<file path="src/rtl/arithmetic_logic_pipeline.sv">
// Purpose : ALU with registered result flags and an iterative shift-add multiplier.
// Latency : ops 0-6 registered at the acceptance edge; MUL completes WIDTH edges after acceptance.
// Backpr. : in_ready low while a multiply runs; in_valid is ignored then, nothing is queued.
//
// Ports: clk/reset (sync, active-high); A, B, Imm operands; ALUsrc picks Imm (1) or B (0);
//        ALUop operation code; in_valid/in_ready request handshake;
//        ALUout, AltB, zero, ovf result registers; out_valid one-cycle completion pulse.
module arithmetic_logic_pipeline #(
    parameter int WIDTH = 16
) (
    input  logic             clk,
    input  logic             reset,
    input  logic [WIDTH-1:0] A,
    input  logic [WIDTH-1:0] B,
    input  logic [WIDTH-1:0] Imm,
    input  logic             ALUsrc,
    input  logic [2:0]       ALUop,
    input  logic             in_valid,
    output logic             in_ready,
    output logic [WIDTH-1:0] ALUout,
    output logic             AltB,
    output logic             zero,
    output logic             ovf,
    output logic             out_valid
);
    localparam int SHW = $clog2(WIDTH);
    localparam int CW  = $clog2(WIDTH + 1);

    localparam logic [2:0] OP_AND = 3'd0;
    localparam logic [2:0] OP_OR  = 3'd1;
    localparam logic [2:0] OP_ADD = 3'd2;
    localparam logic [2:0] OP_SUB = 3'd3;
    localparam logic [2:0] OP_SLT = 3'd4;
    localparam logic [2:0] OP_SLL = 3'd5;
    localparam logic [2:0] OP_SRL = 3'd6;
    localparam logic [2:0] OP_MUL = 3'd7;

    typedef enum logic {IDLE, MUL_RUN} state_t;

    state_t               state_q, state_d;
    logic [CW-1:0]        cnt_q, cnt_d;
    logic [2*WIDTH-1:0]   mcand_q, mcand_d;
    logic [WIDTH-1:0]     mplier_q, mplier_d;
    logic [2*WIDTH-1:0]   acc_q, acc_d;
    logic                 altb_pend_q, altb_pend_d;   // A<Y captured at MUL acceptance
    logic [WIDTH-1:0]     alu_out_q, alu_out_d;
    logic                 altb_q, altb_d;
    logic                 zero_q, zero_d;
    logic                 ovf_q, ovf_d;
    logic                 out_valid_q, out_valid_d;

    logic                 accept;
    logic [WIDTH-1:0]     y, sum, diff, res;
    logic                 lt, res_ovf;
    logic [2*WIDTH-1:0]   acc_step;

    // State register
    always_ff @(posedge clk) begin
        if (reset) state_q <= IDLE;
        else       state_q <= state_d;
    end

    // Next-state logic; cnt_q == 1 marks the final multiply iteration
    always_comb begin
        state_d = state_q;
        case (state_q)
            IDLE:    if (accept && ALUop == OP_MUL) state_d = MUL_RUN;
            MUL_RUN: if (cnt_q == CW'(1))           state_d = IDLE;
            default: state_d = IDLE;
        endcase
    end

    // FSM outputs
    always_comb begin
        in_ready = (state_q == IDLE);
    end

    assign accept   = in_valid && in_ready;
    assign y        = ALUsrc ? Imm : B;
    assign sum      = A + y;
    assign diff     = A - y;
    assign lt       = $signed(A) < $signed(y);
    assign acc_step = acc_q + (mplier_q[0] ? mcand_q : '0);

    // Single-cycle result and signed-overflow flag
    always_comb begin
        res     = '0;
        res_ovf = 1'b0;
        case (ALUop)
            OP_AND: res = A & y;
            OP_OR:  res = A | y;
            OP_ADD: begin
                res     = sum;
                res_ovf = (A[WIDTH-1] == y[WIDTH-1]) && (sum[WIDTH-1] != A[WIDTH-1]);
            end
            OP_SUB: begin
                res     = diff;
                res_ovf = (A[WIDTH-1] != y[WIDTH-1]) && (diff[WIDTH-1] != A[WIDTH-1]);
            end
            OP_SLT: res = {{(WIDTH-1){1'b0}}, lt};
            OP_SLL: res = A << y[SHW-1:0];
            OP_SRL: res = A >> y[SHW-1:0];
            default: res = '0;
        endcase
    end

    // Datapath next-state
    always_comb begin
        cnt_d       = cnt_q;
        mcand_d     = mcand_q;
        mplier_d    = mplier_q;
        acc_d       = acc_q;
        altb_pend_d = altb_pend_q;
        alu_out_d   = alu_out_q;
        altb_d      = altb_q;
        zero_d      = zero_q;
        ovf_d       = ovf_q;
        out_valid_d = 1'b0;
        if (state_q == IDLE) begin
            if (accept) begin
                if (ALUop == OP_MUL) begin
                    mcand_d     = {{WIDTH{1'b0}}, A};
                    mplier_d    = y;
                    acc_d       = '0;
                    cnt_d       = CW'(WIDTH);
                    altb_pend_d = lt;
                end else begin
                    alu_out_d   = res;
                    zero_d      = (res == '0);
                    ovf_d       = res_ovf;
                    altb_d      = lt;
                    out_valid_d = 1'b1;
                end
            end
        end else begin
            // One multiplier bit per edge, LSB first
            acc_d    = acc_step;
            mcand_d  = mcand_q << 1;
            mplier_d = mplier_q >> 1;
            cnt_d    = cnt_q - CW'(1);
            if (cnt_q == CW'(1)) begin
                alu_out_d   = acc_step[WIDTH-1:0];
                zero_d      = (acc_step[WIDTH-1:0] == '0);
                ovf_d       = |acc_step[2*WIDTH-1:WIDTH];
                altb_d      = altb_pend_q;
                out_valid_d = 1'b1;
            end
        end
    end

    always_ff @(posedge clk) begin
        if (reset) begin
            cnt_q       <= '0;
            mcand_q     <= '0;
            mplier_q    <= '0;
            acc_q       <= '0;
            altb_pend_q <= 1'b0;
            alu_out_q   <= '0;
            altb_q      <= 1'b0;
            zero_q      <= 1'b0;
            ovf_q       <= 1'b0;
            out_valid_q <= 1'b0;
        end else begin
            cnt_q       <= cnt_d;
            mcand_q     <= mcand_d;
            mplier_q    <= mplier_d;
            acc_q       <= acc_d;
            altb_pend_q <= altb_pend_d;
            alu_out_q   <= alu_out_d;
            altb_q      <= altb_d;
            zero_q      <= zero_d;
            ovf_q       <= ovf_d;
            out_valid_q <= out_valid_d;
        end
    end

    assign ALUout    = alu_out_q;
    assign AltB      = altb_q;
    assign zero      = zero_q;
    assign ovf       = ovf_q;
    assign out_valid = out_valid_q;
endmodule

</file>
<file path="config.mk">
export PLATFORM = sky130hd
export DESIGN_NAME = arithmetic_logic_pipeline
export DESIGN_NICKNAME = d
export VERILOG_FILES = /design/src/rtl/arithmetic_logic_pipeline.sv
export SDC_FILE = /design/constraint.sdc
export NUM_CORES = 1
export LEC_CHECK = 0
export CAP_MARGIN = 20
export CORE_UTILIZATION = 30
export DETAILED_ROUTE_END_ITERATION = 10
export GPL_TIMING_DRIVEN = 0
export PLACE_DENSITY_LB_ADDON = 0.3
export SETUP_SLACK_MARGIN = 0.5
export SLEW_MARGIN = 15
export SYNTH_ARGS = -nofsm -noshare
export SYNTH_HDL_FRONTEND = slang
export SYNTH_SLANG_ARGS = --single-unit
</file>
<file path="constraint.sdc">
create_clock -name clk -period 4.32 [get_ports clk]
set_input_delay 0.648 -clock clk [delete_from_list [all_inputs] [get_ports clk]]
set_output_delay 0.648 -clock clk [all_outputs]
set_load 0.05 [all_outputs]
</file>
==> results of run 1 <==
-- worst max-delay path: stages --
cell and delay (ns):
clkdlybuf4s50_1 0.50, mux2i_4 0.12, buf_4 0.16, ha_4 0.28, nor2_2 0.07, o311ai_4 0.31
nand3_2 0.15, a31o_1 0.27, a221o_1 0.37, a221oi_4 0.45, nand2_1 0.10, or4_4 0.52
o32ai_2 0.19
-- logic make-up (layout without fill, tap and decap cells) --
| group | after synthesis | after routing | synth area share [%] |
|---|---|---|---|
| AND/OR/NAND/NOR | 498 | 498 | 23.2 |
| AO/OA/AOI/OAI | 433 | 433 | 27.3 |
| buffers and inverters | 153 | 299 | 6.05 |
| flip-flops | 107 | 107 | 21.4 |
| adder cells (fa/ha/maj) | 87 | 87 | 11.1 |
| multiplexers | 57 | 57 | 7.22 |
| XOR/XNOR | 43 | 43 | 3.76 |
-- cells in the final DEF, fill, tap and decap left out, drive strengths merged, types with 12 or more instances in the layout --
cell | Yosys | layout
a21oi | 192 | 192
xnor2 | 25 | 25
clkdlybuf4s50 | 0 | 50
nand3 | 23 | 23
inv | 58 | 61
mux2i | 42 | 42
nor2 | 170 | 170
xor2 | 18 | 18
buf | 20 | 79
ha | 84 | 84
a211oi | 33 | 33
dfxtp | 107 | 107
nand2 | 139 | 139
nor3 | 30 | 30
and2 | 36 | 36
a31oi | 15 | 15
clkbuf | 74 | 87
o21ai | 52 | 52
nand4 | 13 | 13
nand2b | 13 | 13
o211ai | 12 | 12
a21o | 18 | 18
and3 | 38 | 38
-- per-layer routing --
layer  global-route usage [%]  vias up  wire length, um
met2                     35.9      434            17300
met4                     7.07        0              835
met5                        0        -                0
li1                         -     5261                -
met3                     3.52       72             2700
met1                     31.6     5231            17900
-- area by class of cell --
type                    instances  area [um^2]
fillers                      3473        19900
multi-input cells            1118         7910
flip-flops and latches        107         2140
repair buffers                130         1150
plain buffers                  94          569
well taps                     442          553
clock buffers                  10          229
inverters                      59          228
clock inverters                 6         48.8
-- power by group through the flow --
| stage | sequential, W | clock, W | combinational (W) |
|---|---|---|---|
| 2_1_floorplan | 0.00110 | 0 | 0.000586 |
| 3_3_place_gp | 0.00105 | 0 | 0.000982 |
| 3_5_place_dp | 0.00105 | 0 | 0.000981 |
| 4_1_cts | 0.00103 | 0.000834 | 0.00111 |
| 5_1_grt | 0.00103 | 0.000873 | 0.00129 |
| 6_report | 0.00103 | 0.000811 | 0.00121 |
-- worst max path at each step --
stage | slack (ns) | to | startpoint
3_3_place_gp | -1.22 | zero | A[4]
6_report | 0.46 | zero | Imm[4]
2_1_floorplan | 0.39 | zero | ALUsrc
4_1_cts | 0.34 | zero | ALUsrc
5_1_grt | 0.38 | zero | B[8]
3_5_place_dp | -0.97 | zero | A[4]
-- cells in the mapped netlist (6+ instances only) --
cell type	number	area share, %
a2111oi_0	7	0.61
a211oi_1	33	2.5
a21o_1	18	1.3
a21oi_1	192	9.6
a221oi_1	6	0.52
a22oi_1	9	0.67
a311oi_1	10	0.87
a31oi_1	15	0.94
and2_1	35	2.2
and3_1	38	2.4
buf_1	12	0.45
clkbuf_1	74	2.8
dfxtp_1	107	21
ha_1	84	10
inv_1	54	2.0
mux2_2	6	0.67
mux2i_1	39	3.9
mux4_2	8	1.8
nand2_1	139	5.2
nand2b_1	13	0.81
nand3_1	23	1.1
nand4_1	13	0.81
nor2_1	170	6.4
nor2b_1	6	0.37
nor3_1	29	1.4
o211ai_1	12	0.90
o21ai_0	38	1.9
o21ai_1	14	0.70
o22ai_1	9	0.56
o31ai_1	10	0.75
or4_1	6	0.45
xnor2_1	25	2.2
xor2_1	18	1.6
-- metrics by stage --
stage / util (%) / hold WS [ns] / power, W / cells
after global routing: 39.2 / 0.496 / 0.00319 / 1966
after detailed placement: 35.1 / 0.447 / 0.00203 / 1892
after global placement: 35.1 / 0.452 / 0.00203 / 1892
final: 39.2 / 0.457 / 0.00305 / 1966
after CTS: 38.0 / 0.460 / 0.00298 / 1942
after floorplan: - / 0.441 / 0.00169 / 1378
-- sequential cells by signal, summed over array words and instances, names as in the netlist --
register     cells
mcand_q         32
mplier_q        16
altb_pend_q      1
acc_q           32
cnt_q            5
ovf              1
state_q          1
zero             1
ALUout          16
out_valid        1
AltB             1
-- what timing repair did --
action,CTS,global route
buffers inserted,34,24
hold endpoints to repair,0,0
pin swaps,22,32
gates resized for setup,113,64
setup endpoints to repair,12,7
hold buffers,0,0
==> summary.md, run 1 <==
| Metric | Value |
|---|---|
| Htree depth | `3` |
| Vias per std cell | `5.59` |
| Layout Area Growth over Synthesis | `28.2%` |
| Sw Ratio | `37.7%` |
| Minimum clock period | `3.86 ns` |
| Final TNS setup | `0 ns` |
| Number of global-route vias before repair | `10500` |
| DP Area | `0.0115 mm^2` |
| Root buffer cell | `clkbuf_16` |
| Clock Power Share | `26.6%` |
| Cell internal pwr | `0.00190 W` |
| Dpl ws | `-0.974 ns` |
| RSZ-0062 raised after global routing | `true` |
| Hold wc startpoint | `ALUout[0]` |
| Sequential share of the synthesized area | `21.4%` |
| Min setup slack post-route | `0.457 ns` |
| Flop pwr share | `33.8%` |
| Synth Area per Inst | `7.27 um^2` |
| Die ar. | `0.0341 mm^2` |
| Post-synthesis cell count | `1378` |
| Horiz. Die Dim | `185 um` |
| GRT overflow | `0` |
| Synth async-reset ratio | `0%` |
| Maxcap violations | `0` |
| Static Leak | `5.26 nW` |
| I/O pin cnt | `76` |
| Clock tree buffer depth | `2` |
| FF-to-FF End | `zero` |
| Critical path class | `primary input to register` |
| CP endpoint kind | `register` |
| Min-Delay Endpoint | `ALUout[0]` |
| Clock sink total | `107` |
| EDFF count, synth | `0` |
| GRT Overall Usage | `22.8%` |
| Largest net degree at the start of global routing | `19` |
| Clk_skew | `0.00907 ns` |
| Worst min path class | `register to register` |
| Synth Warn # | `0` |
| Depth of the most critical reg-to-reg path | `13` |
| Max Clock Freq | `259 MHz` |
| Hold Path Stages | `2` |
| Combinational power share | `39.6%` |
| CTS tree | `yes` |
| Worst-path maximum fanout | `4` |
| Starting density of the core | `30.6%` |
| Core area | `0.0327 mm^2` |
| Die height | `185 um` |
| Port Buf Inserts | `72` |
| Worst EP required | `4.60 ns` |
| # DRC | `0` |
| Initial antenna violation count | `0` |
| Clk_lat worst skew | `0.36 ns` |
| Layout cells sized above 1 | `14.1%` |
| Run status | `finished clean` |
| Total iterations of the first detailed-routing run | `5` |
| Cell Area, Synth | `0.0100 mm^2` |
| Post-Route WL | `38.7 mm` |
| Final instance area | `0.0128 mm^2` |
| Cell Rows | `66` |
| Arrival @ worst endpoint | `4.14 ns` |
| DR WL/cell | `19.7 um` |
| # setup viols final | `0` |
| Least-Margin Pin Slew | `1.15 ns` |
| Nets@finish | `1661` |
| Initial DRC count | `946` |
| Detail Route Antenna Nets | `0` |
| Total CTS buffers | `9` |
| Synth Flop Type | `dfxtp_1` |
| Final Hold Fails | `0` |
| Final period util | `89.4%` |
| Reg2reg start | `mplier_q[0]` |
| FF-to-FF setup slack | `0.63 ns` |
| Power per Cell Area | `237 mW/mm^2` |
| RePlAce Congestion | `0.978` |
| N_diodes | `0` |
| First-pass GRT wire length | `59.9 mm` |
| Via count | `11000` |
| Worst-path clk slew | `0.08 ns` |
| CP startpoint kind | `primary input` |
| FF+latch count, synth | `107` |
| Synth Net Count | `1520` |
| Unique masters post-synth | `83` |
| Rel. slew slack | `22.7%` |
| Net switching power figure | `0.00115 W` |
| Slew Viols, Final | `0` |
| DP HPWL | `30.3 mm` |
| Maximum VDD drop | `0.162 mV` |
No activity file was read; power rests on OpenSTA's default activity.
==> inputs of run 2 (changes only) <==
CTS_BUF_LIST = sky130_fd_sc_hd__clkbuf_16   (was unset)
clock period = 3.6 ns   (was 4.32 ns; I/O delays follow)
==> run 2 against run 1 <==
  * The run now ends with negative setup slack left
  * Sequential share of layout area decreased by 0.77 points
  * Final cell count grew 0.61%
  * Clock power grew 32%
  * Sequential cell count stayed put
  * Via count grew 1.3%
  * Global-route usage grew 0.25 points
  * Critical path depth did not move
  * Critical endpoint unchanged
==> summary.md, run 2 (synthesis gave the netlist of run 1 again) <==
| Metric | Value |
|---|---|
| DP HPWL | `30.1 mm` |
| Initial antenna violation count | `0` |
| Worst-path clk slew | `0.08 ns` |
| # setup viols final | `2` |
| Final period util | `104%` |
| Most frequent cells in the layout | `a21oi_1, nor2_1, nand2_1` |
| Port Buf Inserts | `72` |
| First-pass GRT wire length | `60.5 mm` |
| Worst min path class | `register to register` |
| Run status | `finished, violations left` |
| RSZ-0062 raised after global routing | `true` |
| Total CTS buffers | `9` |
| Minimum clock period | `3.75 ns` |
| Dpl ws | `-1.36 ns` |
| Final Hold Fails | `0` |
| Most common cell after layout, fill and taps aside | `a21oi_1` |
| Starting density of the core | `30.6%` |
| Maximum VDD drop | `0.196 mV` |
| Maxcap violations | `0` |
| Critical path class | `primary input to register` |
| Arrival @ worst endpoint | `4.04 ns` |
| Htree depth | `3` |
| Die height | `185 um` |
| # DRC | `0` |
| Slew Viols, Final | `0` |
| Cell Rows | `66` |
| Layout cells sized above 1 | `20.2%` |
| Min setup slack post-route | `-0.153 ns` |
| Largest net degree at the start of global routing | `20` |
| Layout Area Growth over Synthesis | `34.5%` |
| DR WL/cell | `20.0 um` |
| Top Registers | `acc_q x32, mcand_q x32` |
| Power per Cell Area | `283 mW/mm^2` |
| Worst EP required | `3.89 ns` |
| Initial DRC count | `1012` |
| CP startpoint kind | `primary input` |
| Post-Route WL | `39.5 mm` |
| Number of global-route vias before repair | `10500` |
| Failing checks | `negative setup slack` |
| Root buffer cell | `clkbuf_16` |
| CTS tree | `yes` |
| I/O pin cnt | `76` |
| Worst-path maximum fanout | `4` |
| Clk_skew | `0.0155 ns` |
| Detail Route Antenna Nets | `0` |
| Clk_lat worst skew | `0.37 ns` |
| Static Leak | `5.44 nW` |
| Via count | `11100` |
| Horiz. Die Dim | `185 um` |
| Vias per std cell | `5.63` |
| Clock tree buffer depth | `2` |
| Design Power | `0.00381 W` |
| Rel. slew slack | `34.3%` |
| GRT Overall Usage | `23.0%` |
| Hold_ws | `0.457 ns` |
| Die ar. | `0.0341 mm^2` |
| Least-Margin Pin Slew | `0.977 ns` |
| Nets@finish | `1673` |
| Clock sink total | `107` |
| Total iterations of the first detailed-routing run | `5` |
| GRT overflow | `0` |
| N_diodes | `0` |
| CP endpoint kind | `register` |
| Max Clock Freq | `266 MHz` |
| Core area | `0.0327 mm^2` |
| RePlAce Congestion | `0.993` |
## run 2: cell types whose count changed in the layout (fill, tap and decap cells not counted), sizes merged
cell / before / now
clkdlybuf4s15: 8 / 14
dlygate4sd2: 8 / 5
clkinvlp: 2 / 1
inv: 61 / 62
buf: 79 / 96
bufinv: 0 / 1
dlymetal6s2s: 2 / 0
clkbuf: 87 / 80
## run 2: timing repair
action | CTS | global route
hold buffers | 0 | 0
resized for setup | 203 | 102
buffers inserted | 49 | 21
pin swaps | 49 | 50
setup endpoints to repair | 87 | 67
## run 2: area by class of cell
type | instances | area [um^2]
fillers | 3322 | 19200
multi-input cells | 1118 | 8320
flip-flops and latches | 107 | 2150
repair buffers | 142 | 1280
plain buffers | 94 | 636
well taps | 442 | 553
inverters | 59 | 228
clock buffers | 9 | 225
clock inverters | 7 | 82.6
## run 2: metal layers
metal / part of all wire [%] / track usage, % / vias up
met5: 0 / 0 / -
met4: 2.3 / 6.81 / 0
met3: 6.7 / 2.88 / 62
met2: 45 / 37.0 / 466
met1: 46 / 32.0 / 5328
li1: - / - / 5290
## run 2: report_power, final
part / switching [W] / leakage (nW) / total [W] / internal [W]
Clock: 0.000511 / 0.150 / 0.00107 / 0.000554
Combinational: 0.000892 / 4.42 / 0.00151 / 0.000622
Sequential: 0.0000200 / 0.868 / 0.00124 / 0.00122
## run 2: stage by stage
stage / setup TNS (ns) / utilization (%) / cells / cell area (um^2)
2_1_floorplan: -0.215 / - / 1378 / 10200
3_3_place_gp: -30.52 / 35.2 / 1892 / 11500
3_5_place_dp: -32.05 / 35.2 / 1892 / 11500
4_1_cts: -0.298 / 39.7 / 1957 / 13000
5_1_grt: -0.456 / 41.2 / 1978 / 13500
6_report: -0.180 / 41.2 / 1978 / 13500
## run 2: worst paths after layout
check / to / slack (ns) / depth (start not counted) / startpoint
worst max-delay path: zero / -0.15 / 13 / B[4]
worst min register to register: ALUout[0] / 0.46 / 2 / ALUout[0]
worst max register to register: ovf / 0.08 / 14 / mplier_q[0]
worst min-delay path: ALUout[0] / 0.46 / 2 / ALUout[0]
## run 2: worst max-delay path: stages
cell and delay [ns]:
clkdlybuf4s50_1 0.44, mux2i_4 0.33, ha_4 0.28, nor2_1 0.12, o311ai_2 0.18, a21oi_2 0.21
a211oi_2 0.10, o21ba_2 0.24, a221o_1 0.34, a221oi_4 0.43, nand2_1 0.10, or4_4 0.53
o32ai_2 0.19
==> inputs of run 3 (changes only) <==
SLEW_MARGIN = 20   (was 15)
==> results of run 3 <==
Same layout as run 2: the final DEF is identical, and so are final timing and power.
